File: src/rtl/sdram_rom_loader.sv
// sdram_rom_loader: packs the HPS ioctl byte stream into 16-bit toggle-handshake
// memory writes, tags each write with its ROM region, and holds the core in reset
// until the ROM has landed.
// Optional feature: define SDRAM_ROM_LOADER_CHECKSUM_EN to add a 16-bit
// byte-sum output "checksum".
module sdram_rom_loader #(
  parameter int ADDR_W    = 24,
  parameter int NREG      = 4,
  parameter int RST_HOLD  = 65535,
  parameter int ROM_INDEX = 0,
  localparam int REG_W    = (NREG > 1) ? $clog2(NREG) : 1
) (
  input  logic                   clk_sys,
  input  logic                   reset_n,
  input  logic                   ioctl_download,
  input  logic [7:0]             ioctl_index,
  input  logic                   ioctl_wr,
  input  logic [ADDR_W-1:0]      ioctl_addr,
  input  logic [7:0]             ioctl_dout,
  output logic                   ioctl_wait,
  input  logic [NREG*ADDR_W-1:0] region_base,
  output logic                   mem_req,
  input  logic                   mem_ack,
  output logic [ADDR_W-2:0]      mem_addr,
  output logic [15:0]            mem_din,
  output logic [1:0]             mem_be,
  output logic [REG_W-1:0]       mem_region,
  input  logic                   reset_req,
  output logic                   rom_loaded,
  output logic                   core_reset,
  output logic                   overrun
`ifdef SDRAM_ROM_LOADER_CHECKSUM_EN
  ,
  output logic [15:0]            checksum
`endif
);

  typedef enum logic [1:0] {S_IDLE, S_HOLD, S_ISSUE} state_e;

  state_e              state_q, state_d;
  logic                wr_prev_q, dl_prev_q, started_q;
  logic [ADDR_W-1:0]   hold_addr_q, hold_addr_d, def_addr_q, def_addr_d;
  logic [7:0]          hold_data_q, hold_data_d, def_data_q, def_data_d;
  logic                def_valid_q, def_valid_d;
  logic                mem_req_q, mem_req_d;
  logic [ADDR_W-2:0]   mem_addr_q, mem_addr_d;
  logic [15:0]         mem_din_q, mem_din_d;
  logic [1:0]          mem_be_q, mem_be_d;
  logic [REG_W-1:0]    mem_region_q, mem_region_d;
  logic                end_pend_q, end_pend_d;
  logic                rom_loaded_q, rom_loaded_d;
  logic                overrun_q, overrun_d;
  logic [15:0]         cnt_q, cnt_d;
  logic                core_reset_q, core_reset_d;

  logic                index_ok, byte_acc, dl_fall, ack_done, idle_clear;
  logic                issue, start;
  logic [ADDR_W-1:0]   iss_addr, st_addr;
  logic [15:0]         iss_din;
  logic [1:0]          iss_be;
  logic [7:0]          st_data;

  // Highest region whose base is at or below the address; region 0 otherwise.
  function automatic logic [REG_W-1:0] region_of(input logic [ADDR_W-1:0] a);
    logic [REG_W-1:0] r;
    r = '0;
    for (int i = 0; i < NREG; i++)
      if (a >= region_base[i*ADDR_W +: ADDR_W]) r = REG_W'(i);
    return r;
  endfunction

  // Byte strobes are ignored until the ack reference has been captured.
  assign index_ok   = (ioctl_index == 8'(ROM_INDEX));
  assign byte_acc   = started_q & ioctl_wr & ~wr_prev_q & ioctl_download & index_ok;
  assign dl_fall    = dl_prev_q & ~ioctl_download & index_ok;
  assign ack_done   = (mem_ack == mem_req_q);
  assign idle_clear = (state_q == S_IDLE) && !def_valid_q;

  // Next-state, packing and request issue.
  always_comb begin
    // NOTE: every comb output gets a default first so no path leaves it unassigned (no latches).
    state_d      = state_q;
    hold_addr_d  = hold_addr_q;
    hold_data_d  = hold_data_q;
    def_valid_d  = def_valid_q;
    def_addr_d   = def_addr_q;
    def_data_d   = def_data_q;
    mem_req_d    = mem_req_q;
    mem_addr_d   = mem_addr_q;
    mem_din_d    = mem_din_q;
    mem_be_d     = mem_be_q;
    mem_region_d = mem_region_q;
    overrun_d    = overrun_q;
    issue        = 1'b0;
    iss_addr     = hold_addr_q;
    iss_din      = {8'h00, hold_data_q};
    iss_be       = 2'b01;
    start        = 1'b0;
    st_addr      = ioctl_addr;
    st_data      = ioctl_dout;

    case (state_q)
      S_IDLE: if (byte_acc) start = 1'b1;
      S_HOLD: begin
        if (byte_acc) begin
          issue = 1'b1;
          if (ioctl_addr[0] && ioctl_addr[ADDR_W-1:1] == hold_addr_q[ADDR_W-1:1]) begin
            iss_din = {ioctl_dout, hold_data_q};
            iss_be  = 2'b11;
          end else begin
            // Flush the lone low byte now; the new byte waits for the ack.
            def_valid_d = 1'b1;
            def_addr_d  = ioctl_addr;
            def_data_d  = ioctl_dout;
          end
        end else if (dl_fall || end_pend_q) begin
          issue = 1'b1;
        end
      end
      S_ISSUE: begin
        if (ack_done) begin
          state_d = S_IDLE;
          if (def_valid_q) begin
            def_valid_d = 1'b0;
            start       = 1'b1;
            st_addr     = def_addr_q;
            st_data     = def_data_q;
            if (byte_acc) overrun_d = 1'b1;
          end else if (byte_acc) begin
            start = 1'b1;
          end
        end else if (byte_acc) begin
          if (def_valid_q) begin
            overrun_d = 1'b1;
          end else begin
            def_valid_d = 1'b1;
            def_addr_d  = ioctl_addr;
            def_data_d  = ioctl_dout;
          end
        end
      end
      default: state_d = S_IDLE;
    endcase

    // A fresh byte: odd goes straight out on the high lane, even waits for its partner.
    if (start) begin
      if (st_addr[0]) begin
        issue    = 1'b1;
        iss_addr = st_addr;
        iss_din  = {st_data, 8'h00};
        iss_be   = 2'b10;
      end else begin
        state_d     = S_HOLD;
        hold_addr_d = st_addr;
        hold_data_d = st_data;
      end
    end

    if (issue) begin
      state_d      = S_ISSUE;
      mem_addr_d   = iss_addr[ADDR_W-1:1];
      mem_din_d    = iss_din;
      mem_be_d     = iss_be;
      mem_region_d = region_of(iss_addr);
      mem_req_d    = ~mem_req_q;
    end

    // First cycle out of reset: align to the memory's ack so nothing looks outstanding.
    if (!started_q) mem_req_d = mem_ack;
  end

  // Load completion and core-reset hold counter.
  always_comb begin
    rom_loaded_d = rom_loaded_q | (end_pend_q & idle_clear);
    end_pend_d   = end_pend_q;
    if (dl_fall)         end_pend_d = 1'b1;
    else if (idle_clear) end_pend_d = 1'b0;
    if (reset_req || ioctl_download || !rom_loaded_q) cnt_d = 16'(RST_HOLD);
    else if (cnt_q != 16'd0)                          cnt_d = cnt_q - 16'd1;
    else                                              cnt_d = cnt_q;
    core_reset_d = (cnt_q != 16'd0);
  end

  // State register.
  always_ff @(posedge clk_sys or negedge reset_n) begin
    // NOTE: sequential state uses <= so every flop samples pre-edge values.
    if (!reset_n) begin
      // NOTE: there is no RAM here, so every register, datapath included, is reset.
      state_q      <= S_IDLE;
      wr_prev_q    <= 1'b0;
      dl_prev_q    <= 1'b0;
      started_q    <= 1'b0;
      hold_addr_q  <= '0;
      hold_data_q  <= '0;
      def_valid_q  <= 1'b0;
      def_addr_q   <= '0;
      def_data_q   <= '0;
      mem_req_q    <= 1'b0;
      mem_addr_q   <= '0;
      mem_din_q    <= '0;
      mem_be_q     <= '0;
      mem_region_q <= '0;
      end_pend_q   <= 1'b0;
      rom_loaded_q <= 1'b0;
      overrun_q    <= 1'b0;
      cnt_q        <= 16'(RST_HOLD);
      core_reset_q <= 1'b1;
    end else begin
      state_q      <= state_d;
      wr_prev_q    <= ioctl_wr;
      dl_prev_q    <= ioctl_download;
      started_q    <= 1'b1;
      hold_addr_q  <= hold_addr_d;
      hold_data_q  <= hold_data_d;
      def_valid_q  <= def_valid_d;
      def_addr_q   <= def_addr_d;
      def_data_q   <= def_data_d;
      mem_req_q    <= mem_req_d;
      mem_addr_q   <= mem_addr_d;
      mem_din_q    <= mem_din_d;
      mem_be_q     <= mem_be_d;
      mem_region_q <= mem_region_d;
      end_pend_q   <= end_pend_d;
      rom_loaded_q <= rom_loaded_d;
      overrun_q    <= overrun_d;
      cnt_q        <= cnt_d;
      core_reset_q <= core_reset_d;
    end
  end

  assign ioctl_wait = (state_q == S_ISSUE) | def_valid_q;
  assign mem_req    = mem_req_q;
  assign mem_addr   = mem_addr_q;
  assign mem_din    = mem_din_q;
  assign mem_be     = mem_be_q;
  assign mem_region = mem_region_q;
  assign rom_loaded = rom_loaded_q;
  assign core_reset = core_reset_q;
  assign overrun    = overrun_q;

`ifdef SDRAM_ROM_LOADER_CHECKSUM_EN
  logic [15:0] checksum_q, checksum_d;

  // Running byte sum, restarted when a download begins.
  always_comb begin
    checksum_d = checksum_q;
    if (ioctl_download && !dl_prev_q) checksum_d = 16'd0;
    if (byte_acc) checksum_d = checksum_d + 16'(ioctl_dout);
  end

  // Checksum register.
  always_ff @(posedge clk_sys or negedge reset_n) begin
    if (!reset_n) checksum_q <= 16'd0;
    else          checksum_q <= checksum_d;
  end

  assign checksum = checksum_q;
`endif

endmodule
File: config.mk
export PLATFORM = sky130hd
export DESIGN_NAME = sdram_rom_loader
export DESIGN_NICKNAME = d
export VERILOG_FILES = /design/src/rtl/sdram_rom_loader.sv
export SDC_FILE = /design/constraint.sdc
export NUM_CORES = 1
export LEC_CHECK = 0
export ABC_CLOCK_PERIOD_IN_PS = 4200
export BUFFER_PORTS_ARGS = -buffer_cell sky130_fd_sc_hd__clkbuf_2
export CAP_MARGIN = 40
export CORE_UTILIZATION = 50
export CTS_BUF_LIST = sky130_fd_sc_hd__clkbuf_4
export DETAILED_ROUTE_END_ITERATION = 10
export GPL_ROUTABILITY_DRIVEN = 0
export PLACE_DENSITY = 0.86
export SLEW_MARGIN = 40
export SYNTH_ARGS = -nofsm -noshare
export SYNTH_HDL_FRONTEND = slang
export SYNTH_SLANG_ARGS = --single-unit
export TNS_END_PERCENT = 20
File: constraint.sdc
create_clock -name clk_sys -period 4.2 [get_ports clk_sys]
set_input_delay 0.84 -clock clk_sys [delete_from_list [all_inputs] [get_ports clk_sys]]
set_output_delay 0.84 -clock clk_sys [all_outputs]
set_load 0.02 [all_outputs]
==> run metrics, run 1 <==
Crit path arrival time between 4 and 5 ns; worst hold margin 0.0681 ns; Synth Area in Compound Gates about an eighth; WP data required 4.68 ns; Clock Power Share between 30% and 40%; Seq cells post-synth 133; setup ws final 0.296 ns; antenna-violating nets left 0; WL final about 19 mm; max-cap violation count 0; Post-Synth Adder-Cell Area 11.6%; Reg area around 3300 µm²; crit end category flip-flop; total track usage 24.3%; largest family of logic cells by synthesized area compound AO/OA/AOI/OAI gates; CTS tree done; RSZ-0062 raised after global routing no; worst min path class input port to asynchronous set/reset pin; FFs w/ async S/R, synth 100%; syn_area_per_cell 10.1 µm²; Final Hold Vio Count 0; die area between 15000 and 20000 µm²; syn nets just under 1k; area added between synthesis and finish 21.3%; number of DRC markers in iteration 0 403; Die H between 100 and 150 µm; Starting Density about 52%; Flop pwr share approximately 54%; top_reg_cell synth dfrtp_1; Vias per Instance 5.35; port bufs roughly 170; share of post-route cells with drive strength above 1 around a third; # IOs 190; maximum vdd drop 0.209 mV; post-synthesis mux area share between 10% and 20%; post-synthesis xor/xnor area fraction under 10%; fill count 1241; GR Overflow Total 0; setup slack, reg-to-reg just under 0.3 ns; DRC violations left 0; switch share a little under a third; Max Root-Sink Buffers 2; vias in the first global route around 6.3k; main area contributors after synthesis dfrtp_1 37%, ha_1 12%, mux2_2 7.9%, dfstp_2 5.7%, mux2i_1 4.1%; Reg clk slew, reported paths about 0.15 ns; EDFF count, synth 0; CTS sink count 133; crit share post-route between 90 and 100%; worst-margin pin slew approximately 0.70 ns; Simple-Gate Fraction of Synth Area 11.4%; die width approximately 130 µm; Root Buffer clkbuf_4; DP Worst Slack -0.259 ns; total number of vias between 6k and 7k; Reg-to-Reg End mem_region[1]; instance area at placement just over 9000 µm²; Multi-input gate area between 4000 and 5000 µm²; crit-path max FO 23; DR WL/cell between 15 and 20 µm; Synth Instances roughly 780; Slew headroom 52.8%; final slew viol count 0; Worst Skew between 0.02 and 0.03 ns; router iterations before antenna repair 5; Yosys cell types 62; Inserted Clock Buffers 17; clk_lat worst skew 0.58 ns; P_int around 1700 µW; share of the synthesized area in the top cell type a little under two fifths; R2R cell count 14; run status complete, no violations; minimum clock period between 3 and 4 ns; Synth area leader dfrtp_1; core area ~15000 µm²; startpoint types flip-flop; Non-Filler Cell Area, Final about 9500 µm²; first-pass GRT wire length 30.5 mm; Critical Setup Path Class flip-flop to flip-flop; initial antenna violation count 2; largest net degree at the start of global routing 104; PwrDens roughly 250 nW/µm²; FF-to-FF Start state_q[0]; post-DP HPWL roughly 14 mm; Syn Std Cell Area slightly below 8000 µm²; Ys Warns 0; Site Rows 45; LEAKAGE approximately 0.0050 µW; Combinational Power Share under 10%; Nets ~1.2k; Post-CTS Hold Fix Bufs 0; Fmax around 0.26 GHz; H-tree Lvls 4; final number of setup-violating endpoints 0; Net Sw Power around 720 µW; Seq/Total Area, Yosys between 40% and 50%
==> repair_timing <==
action                                  CTS  global route
resized for setup                         0             4
buffers inserted                          0             0
endpoints found under the setup margin    0             2
==> synth_stat cells, drive strengths merged (2+ instances only) <==
master,n
dfrtp,116
nand2,79
inv,78
ha,73
o21ai,72
mux2,56
a21oi,34
mux2i,32
nor2,24
xor2,23
nand3,20
dfstp,17
buf,15
clkbuf,13
xnor2,12
a221o,9
a22o,9
nand4,9
o211ai,9
nor3,8
or4,8
nand2b,6
nor4,6
or3,6
a21o,5
a2111oi,3
a211o,3
a211oi,3
and3,3
nor2b,3
o21a,3
a31o,2
and4,2
o21bai,2
or2,2
==> worst max path at each step <==
stage                    from             to  slack [ns]  depth (start not counted)
2_1_floorplan  ioctl_index[1]  mem_region[0]        0.23                         17
3_3_place_gp   ioctl_index[1]  mem_region[0]       -0.21                         16
3_5_place_dp   ioctl_index[1]  mem_region[0]       -0.26                         16
4_1_cts            state_q[0]  mem_region[0]        0.22                         13
5_1_grt            state_q[0]  mem_region[1]        0.01                         16
6_report           state_q[0]  mem_region[1]        0.30                         14
==> layout by cell type (no fill, tap or decap), types with 3 or more instances in the layout <==
cell | Yosys | layout
a211o_1 | 3 | 3
xnor2_1 | 12 | 12
clkbuf_4 | 0 | 17
a221o_1 | 9 | 9
ha_1 | 73 | 73
a211oi_1 | 3 | 3
nor4_1 | 6 | 6
o21a_1 | 3 | 3
dfstp_2 | 17 | 17
or4_1 | 6 | 6
inv_1 | 77 | 77
a21o_1 | 5 | 5
inv_6 | 0 | 4
a22o_1 | 9 | 9
nand3_1 | 20 | 20
a21oi_1 | 34 | 34
xor2_1 | 23 | 23
nor3_1 | 6 | 6
nand2_1 | 79 | 79
o211ai_1 | 8 | 8
mux2_2 | 55 | 55
o21ai_0 | 56 | 54
o21ai_1 | 14 | 16
buf_4 | 3 | 46
clkbuf_2 | 1 | 164
nor2b_1 | 3 | 3
mux2i_1 | 32 | 32
dfrtp_1 | 116 | 116
nand4_1 | 9 | 9
nand2b_1 | 6 | 5
inv_8 | 0 | 7
or3_1 | 6 | 6
nor2_1 | 21 | 21
==> flip-flops by register name, indices dropped and copies added, names as in the netlist <==
register / cells
def_addr_q: 24
hold_addr_q: 23
mem_addr: 23
cnt_q: 16
mem_din: 16
def_data_q: 8
hold_data_q: 8
mem_be: 2
mem_region: 2
state_q: 2
core_reset: 1
def_valid_q: 1
dl_prev_q: 1
end_pend_q: 1
mem_req: 1
overrun: 1
rom_loaded: 1
started_q: 1
wr_prev_q: 1
==> worst max-delay path: stages (launching register included) <==
cell	delay (ns)
dfrtp_1	0.44
and2b_1	0.37
and3_2	0.29
buf_4	0.37
mux2i_1	0.14
o21ai_0	0.55
ha_1	0.29
nor2_1	0.07
a21oi_1	0.18
o21bai_1	0.08
a31o_2	0.25
a2111oi_0	0.37
nor4_1	0.11
buf_4	0.15
a21oi_1	0.15
==> cell type report <==
cell class              count  area share [%]
multi-input cells         538            43.0
flip-flops and latches    133            35.1
repair buffers            214            13.1
inverters                  78            3.07
well taps                 211            2.77
clock inverters            15            1.63
clock buffers              17            1.34
diodes                      2          0.0524
==> metrics by stage <==
stage | power, µW | std cells | utilization [%] | setup TNS, ns
floorplan | 1410 | 777 | - | 0
global placement | 1530 | 1173 | 60.4 | -0.367
detailed placement | 1540 | 1173 | 60.5 | -0.503
CTS | 2400 | 1205 | 62.3 | 0
global route | 2510 | 1208 | 62.6 | 0
finish | 2380 | 1208 | 62.6 | 0
==> routing by layer <==
layer	up-vias	wire length, µm	part of all wire [%]	track usage (%)
met2	173	9170	49	41.7
met5	-	0	0	0
met3	22	831	4.5	5.61
met1	3106	8260	44	30.8
met4	0	291	1.6	6.44
li1	3167	-	-	-
==> power by group through the flow <==
stage / Combinational, µW / Sequential, µW / Clock [µW]
after floorplan: 87.1 / 1320 / 0
after global placement: 209 / 1320 / 0
after detailed placement: 218 / 1320 / 0
after CTS: 220 / 1300 / 886
after global routing: 249 / 1300 / 962
final: 220 / 1300 / 867
==> logic make-up (layout without fill, tap and decap cells) <==
group	count (synthesis)	in the layout
and+or+nand+nor	180	180
buffers and inverters	106	324
other	1	3
xor gates and xnor gates	35	35
DFF	133	133
adders and majority gates	73	73
muxes	88	88
AOI/OAI and AO/OA	161	161
Note: power is estimated with default switching activity, not from simulation.
==> run 2: changes to the inputs <==
- CORE_UTILIZATION: 50 -> 30
- PLACE_DENSITY: 0.86 -> 0.61
==> run 2 against run 1 <==
  * Fmax up 1.7%
  * Cell count up 11%
  * Via count fell by 2.6%
  * Combinational power grew 2%
  * Highest routed layer unchanged
  * Largest power group unchanged
  * Sequential share of layout area shrank 0.97 points
  * Register-to-register slack improved by 0.06 ns
  * Sequential power hardly changed
==> run metrics, run 2 (synthesis gave the netlist of run 1 again) <==
run status complete, no violations; Nets roughly 1.2k; Post-CTS Hold Fix Bufs 0; Fmax ~0.26 GHz; WL final between 20 and 25 mm; final number of setup-violating endpoints 0; Crit path arrival time 4.32 ns; die width ~160 µm; Max Root-Sink Buffers 2; setup bufs post-CTS 0; crit end category flip-flop; commonest non-fill, non-tap cell in the layout clkbuf_2; CTS tree done; router iterations before antenna repair 4; Site Rows slightly below 60; Worst Skew about 0.028 ns; initial antenna violation count 1; Fin Setup TNS 0 ns; Inserted Clock Buffers 17; DR WL/cell about 15 µm; startpoint types flip-flop; Starting Density ~31%; register with the most flip-flops def_addr_q; Max stage delay on crit path roughly 0.45 ns; switch share 29.1%; crit share post-route between 90% and 100%; worst-margin pin slew 0.715 ns; max FFs per register 24; Reg clk slew, reported paths 0.13 ns; area added between synthesis and finish 24.8%; Clock Power Share around 37%; largest net degree at the start of global routing 82; Final Hold Vio Count 0; Root Buffer clkbuf_4; crit-path max FO 16; maximum vdd drop about 0.15 mV; cell mode on critical path buf_4; total number of vias about 6.3k; post-layout util 38.5%; clk_lat worst skew 0.55 ns; Critical Setup Path Class flip-flop to flip-flop; number of DRC markers in iteration 0 approximately 230; post-DP HPWL between 15 and 20 mm; Die H between 150 and 200 µm; vias in the first global route 6369; die area 26900 µm²; worst hold margin roughly 0.32 ns; first-pass GRT wire length about 33 mm; P_int ~1700 µW; max-cap violation count 0; share of post-route cells with drive strength above 1 between 30% and 40%; Slew headroom approximately 52%; Flop pwr share between 50% and 60%; DRC violations left 0; Vias per Instance around 4.7; # IOs 190; most frequent cells in the layout 164 x clkbuf_2, 116 x dfrtp_1, 79 x nand2_1, 77 x inv_1, 73 x ha_1; worst min path class input port to asynchronous set/reset pin; minimum clock period between 3 and 4 ns; final slew viol count 0; PwrDens approximately 250 nW/µm²; GR Overflow Total 0; Net Sw Power 702 µW; CTS sink count between 100 and 150; core area between 20000 and 30000 µm²; H-tree Lvls 4; WP data required roughly 4.7 ns; LEAKAGE 0.00511 µW; Max stage delay cell, worst path dfrtp_1; port bufs 165; Combinational Power Share about a tenth; total track usage 16.1%; CP Cell Sequence xnor2_1 > and3_2 > mux2i_1 > buf_4 > nor2_4 > inv_2 > buf_4 > nand2_1 > o21ai_1 > buf_4 > ha_1 > a21oi_1 > o21ai_0 > a211oi_1 > a2111oi_0 > buf_4 > nor3_1 > nand2_1 > a21oi_1; RSZ-0062 raised after global routing no; antenna-violating nets left 0
## run 2: changes by cell type in the layout (fill, tap and decap cells not counted), moves of 2 or more
cell,change
buf_12,+2
buf_4,+14
inv_8,-2
o21ai_0,+2
o21ai_1,-2
## run 2: per-layer routing
layer  up-vias  share of wire [%]  track usage [%]
li1       3200                  -                -
met2       116                 46             26.0
met3        26                4.8             3.79
met4         0                1.7             4.63
met5         -                  0                0
met1      2958                 47             21.5
## run 2: final cells by class
type | instances | area (µm²)
diodes | 1 | 2.50
clock buffers | 17 | 128
clock inverters | 15 | 159
fillers | 2519 | 15700
inverters | 78 | 293
multi-input cells | 538 | 4110
flip-flops and latches | 133 | 3350
well taps | 330 | 413
repair buffers | 229 | 1370
## run 2: what timing repair did
action                     4_1_cts  5_1_grt
setup endpoints to repair        0        2
gates resized for setup          0        1
hold endpoints to repair         0        0
## run 2: power by group through the flow
stage | sequential (µW) | combinational [µW] | clock, µW
after global routing | 1300 | 258 | 976
after detailed placement | 1320 | 228 | 0
after global placement | 1320 | 223 | 0
final | 1300 | 225 | 891
after floorplan | 1320 | 87.1 | 0
after CTS | 1300 | 230 | 937
## run 2: path summary, 6_finish.rpt
path                       slack [ns]        endpoint           start  cells past startpoint
min                              0.32    mem_addr[15]         reset_n                      1
min reg2reg                      0.50  hold_data_q[7]  hold_data_q[7]                      2
max                              0.36   mem_region[0]         mem_req                     19
max reg2reg                      0.36   mem_region[0]         mem_req                     19
min in group clk_sys             0.40       wr_prev_q        ioctl_wr                      1
max in group asynchronous        3.07       cnt_q[13]         reset_n                      2
## run 2: through the flow
step / cell area, µm² / cells / total power (µW) / setup WS (ns)
after floorplan: 7870 / 777 / 1410 / 0.229
after global placement: 9520 / 1308 / 1540 / -0.222
after detailed placement: 9530 / 1308 / 1550 / -0.240
after CTS: 9810 / 1340 / 2460 / 0.325
after global routing: 9820 / 1341 / 2530 / 0.0209
final: 9820 / 1341 / 2410 / 0.361
## run 2: worst max-delay path: cells and delay by family (launching register included)
| kind | cells | cell delay (ns) |
|---|---|---|
| AO/OA/AOI/OAI | 6 | 1.03 |
| XOR/XNOR | 1 | 0.24 |
| adder cells (fa/ha/maj) | 1 | 0.25 |
| buffers and inverters | 5 | 0.95 |
| flip-flops | 1 | 0.45 |
| multiplexers | 1 | 0.19 |
| AND/OR/NAND/NOR | 5 | 0.66 |
==> run 3: changes to the inputs <==
- CELL_PAD_IN_SITES_DETAIL_PLACEMENT: default -> 1
- CELL_PAD_IN_SITES_GLOBAL_PLACEMENT: default -> 2
- CORE_UTILIZATION: 30 -> 34
- PLACE_DENSITY: 0.61 -> 0.93
- REMOVE_ABC_BUFFERS: default -> 1
==> run 3 against run 2 <==
  * Clock skew grew 0.0014 ns
  * Flip-flop and latch count is the same
  * Global-route usage grew 3.7 points
  * Power grew 0.38%
  * Wire length grew 7.8%
  * Cell count shrank 4.0%
  * Critical endpoint unchanged
==> run metrics, run 3 (synthesis gave the netlist of run 1 again) <==
run status complete, no violations; final number of setup-violating endpoints 0; LEAKAGE around 0.0051 µW; max FFs per register 24; Worst Skew 0.0295 ns; CTS tree done; PwrDens about 250 nW/µm²; startpoint types flip-flop; Crit path arrival time 4.28 ns; WL final about 22 mm; Reg area about 3300 µm²; die area about 24000 µm²; FF-to-FF Start state_q[0]; Reg clk slew, reported paths about 0.15 ns; Inserted Clock Buffers 17; final slew viol count 0; Site Rows 55; Starting Density between 30% and 40%; Die H about 150 µm; die width ~150 µm; crit end category flip-flop; antenna-violating nets left 0; crit share post-route 90.3%; setup slack, reg-to-reg 0.41 ns; largest net degree at the start of global routing 87; DRC violations left 0; minimum clock period 3.79 ns; DR WL/cell approximately 17 µm; H-tree Lvls 4; port bufs about 170; total number of vias roughly 6.4k; setup bufs post-CTS 0; router iterations before antenna repair 4; max-cap violation count 0; Fmax 0.264 GHz; GR Overflow Total 0; most frequent cells in the layout 164 x clkbuf_2, 116 x dfrtp_1, 79 x nand2_1, 77 x inv_1, 73 x ha_1; Root Buffer clkbuf_4; WP data required between 4 and 5 ns; R2R cell count 19; Slew headroom 52.8%; # IOs 190; setup ws final roughly 0.4 ns; Vias per Instance ~5.0; commonest non-fill, non-tap cell in the layout clkbuf_2; worst-margin pin slew 0.708 ns; worst setup path endpoint mem_region[0]; crit-path max FO 32; Final Hold Vio Count 0; Nets 1204; area added between synthesis and finish 23.3%; maximum vdd drop between 0.1 and 0.15 mV; CP Launch Point state_q[0]; DP Worst Slack -0.205 ns; register with the most flip-flops def_addr_q; RSZ-0062 raised after global routing no; Critical Setup Path Class flip-flop to flip-flop; post-DP HPWL about 17 mm; worst min path class input port to asynchronous set/reset pin; Reg-to-Reg End mem_region[0]; vias in the first global route 6973; total track usage 19.8%; number of DRC markers in iteration 0 228; core area between 20000 and 25000 µm²; Fin Setup TNS 0 ns; Multi-input gate area just over 4000 µm²; share of post-route cells with drive strength above 1 34.3%; CTS sink count approximately 130; Max Root-Sink Buffers 2; fill count roughly 2.6k; initial antenna violation count 1; clk_lat worst skew ~0.55 ns; first-pass GRT wire length approximately 37 mm
==> run 3: routing by layer <==
layer | GRT usage [%] | share of wire, % | vias up
li1 | - | - | 3162
met1 | 25.7 | 47 | 3136
met2 | 34.1 | 49 | 108
met3 | 3.72 | 3.2 | 16
met4 | 4.48 | 0.93 | 0
met5 | 0 | 0 | -
==> run 3: worst max-delay path, cell delays in order, from the launching register on <==
cell and delay, ns:
dfrtp_1 0.42, and2b_1 0.35, and3_2 0.27, mux2i_1 0.19, buf_4 0.14, nor2_4 0.03, inv_2 0.11, buf_12 0.19
buf_4 0.16, o21ai_0 0.08, buf_4 0.16, ha_1 0.26, o21ai_0 0.07, a21oi_1 0.14, o21bai_1 0.08, a31o_2 0.25
a2111oi_0 0.39, nor4_1 0.10, buf_4 0.16, a21oi_1 0.14
==> run 3: final cells by class <==
cell class	count	area share (%)
antenna	1	0.0258
clock buffer	17	1.32
clock inverter	15	1.65
inverter	78	3.02
multi-input combinational	538	42.2
sequential	133	34.5
tap	285	3.67
timing repair buffer	221	13.6
==> run 3: how the worst min path moves through the flow <==
| stage | slack [ns] | from | end | cells after the start |
|---|---|---|---|---|
| finish | 0.26 | reset_n | mem_addr[9] | 1 |
| global route | 0.28 | reset_n | mem_addr[9] | 1 |
| floorplan | 0.45 | hold_data_q[0] | hold_data_q[0] | 2 |
| global placement | 0.46 | hold_data_q[6] | hold_data_q[6] | 2 |
| CTS | 0.26 | reset_n | mem_addr[9] | 1 |
| detailed placement | 0.48 | hold_data_q[5] | hold_data_q[5] | 2 |
==> run 3: timing repair <==
action                     in CTS  in global routing
gates resized for setup         0                  1
hold buffers                    0                  0
setup endpoints to repair       0                  2
==> run 3: power by group <==
part / switching [µW] / leakage, µW / internal [µW]
Sequential: 6.11 / 0.00178 / 1290
Combinational: 129 / 0.00313 / 97.4
Clock: 578 / 0.000152 / 321
Total: 713 / 0.00507 / 1710
==> run 3: per-stage QoR <==
step / instances / hold WS (ns) / cell area, µm² / power (µW) / util [%]
global placement: 1255 / 0.463 / 9410 / 1540 / 41.6
finish: 1288 / 0.260 / 9700 / 2420 / 42.9
global route: 1288 / 0.282 / 9700 / 2540 / 42.9
CTS: 1287 / 0.262 / 9700 / 2470 / 42.9
floorplan: 749 / 0.450 / 7730 / 1410 / -
detailed placement: 1255 / 0.476 / 9410 / 1550 / 41.6
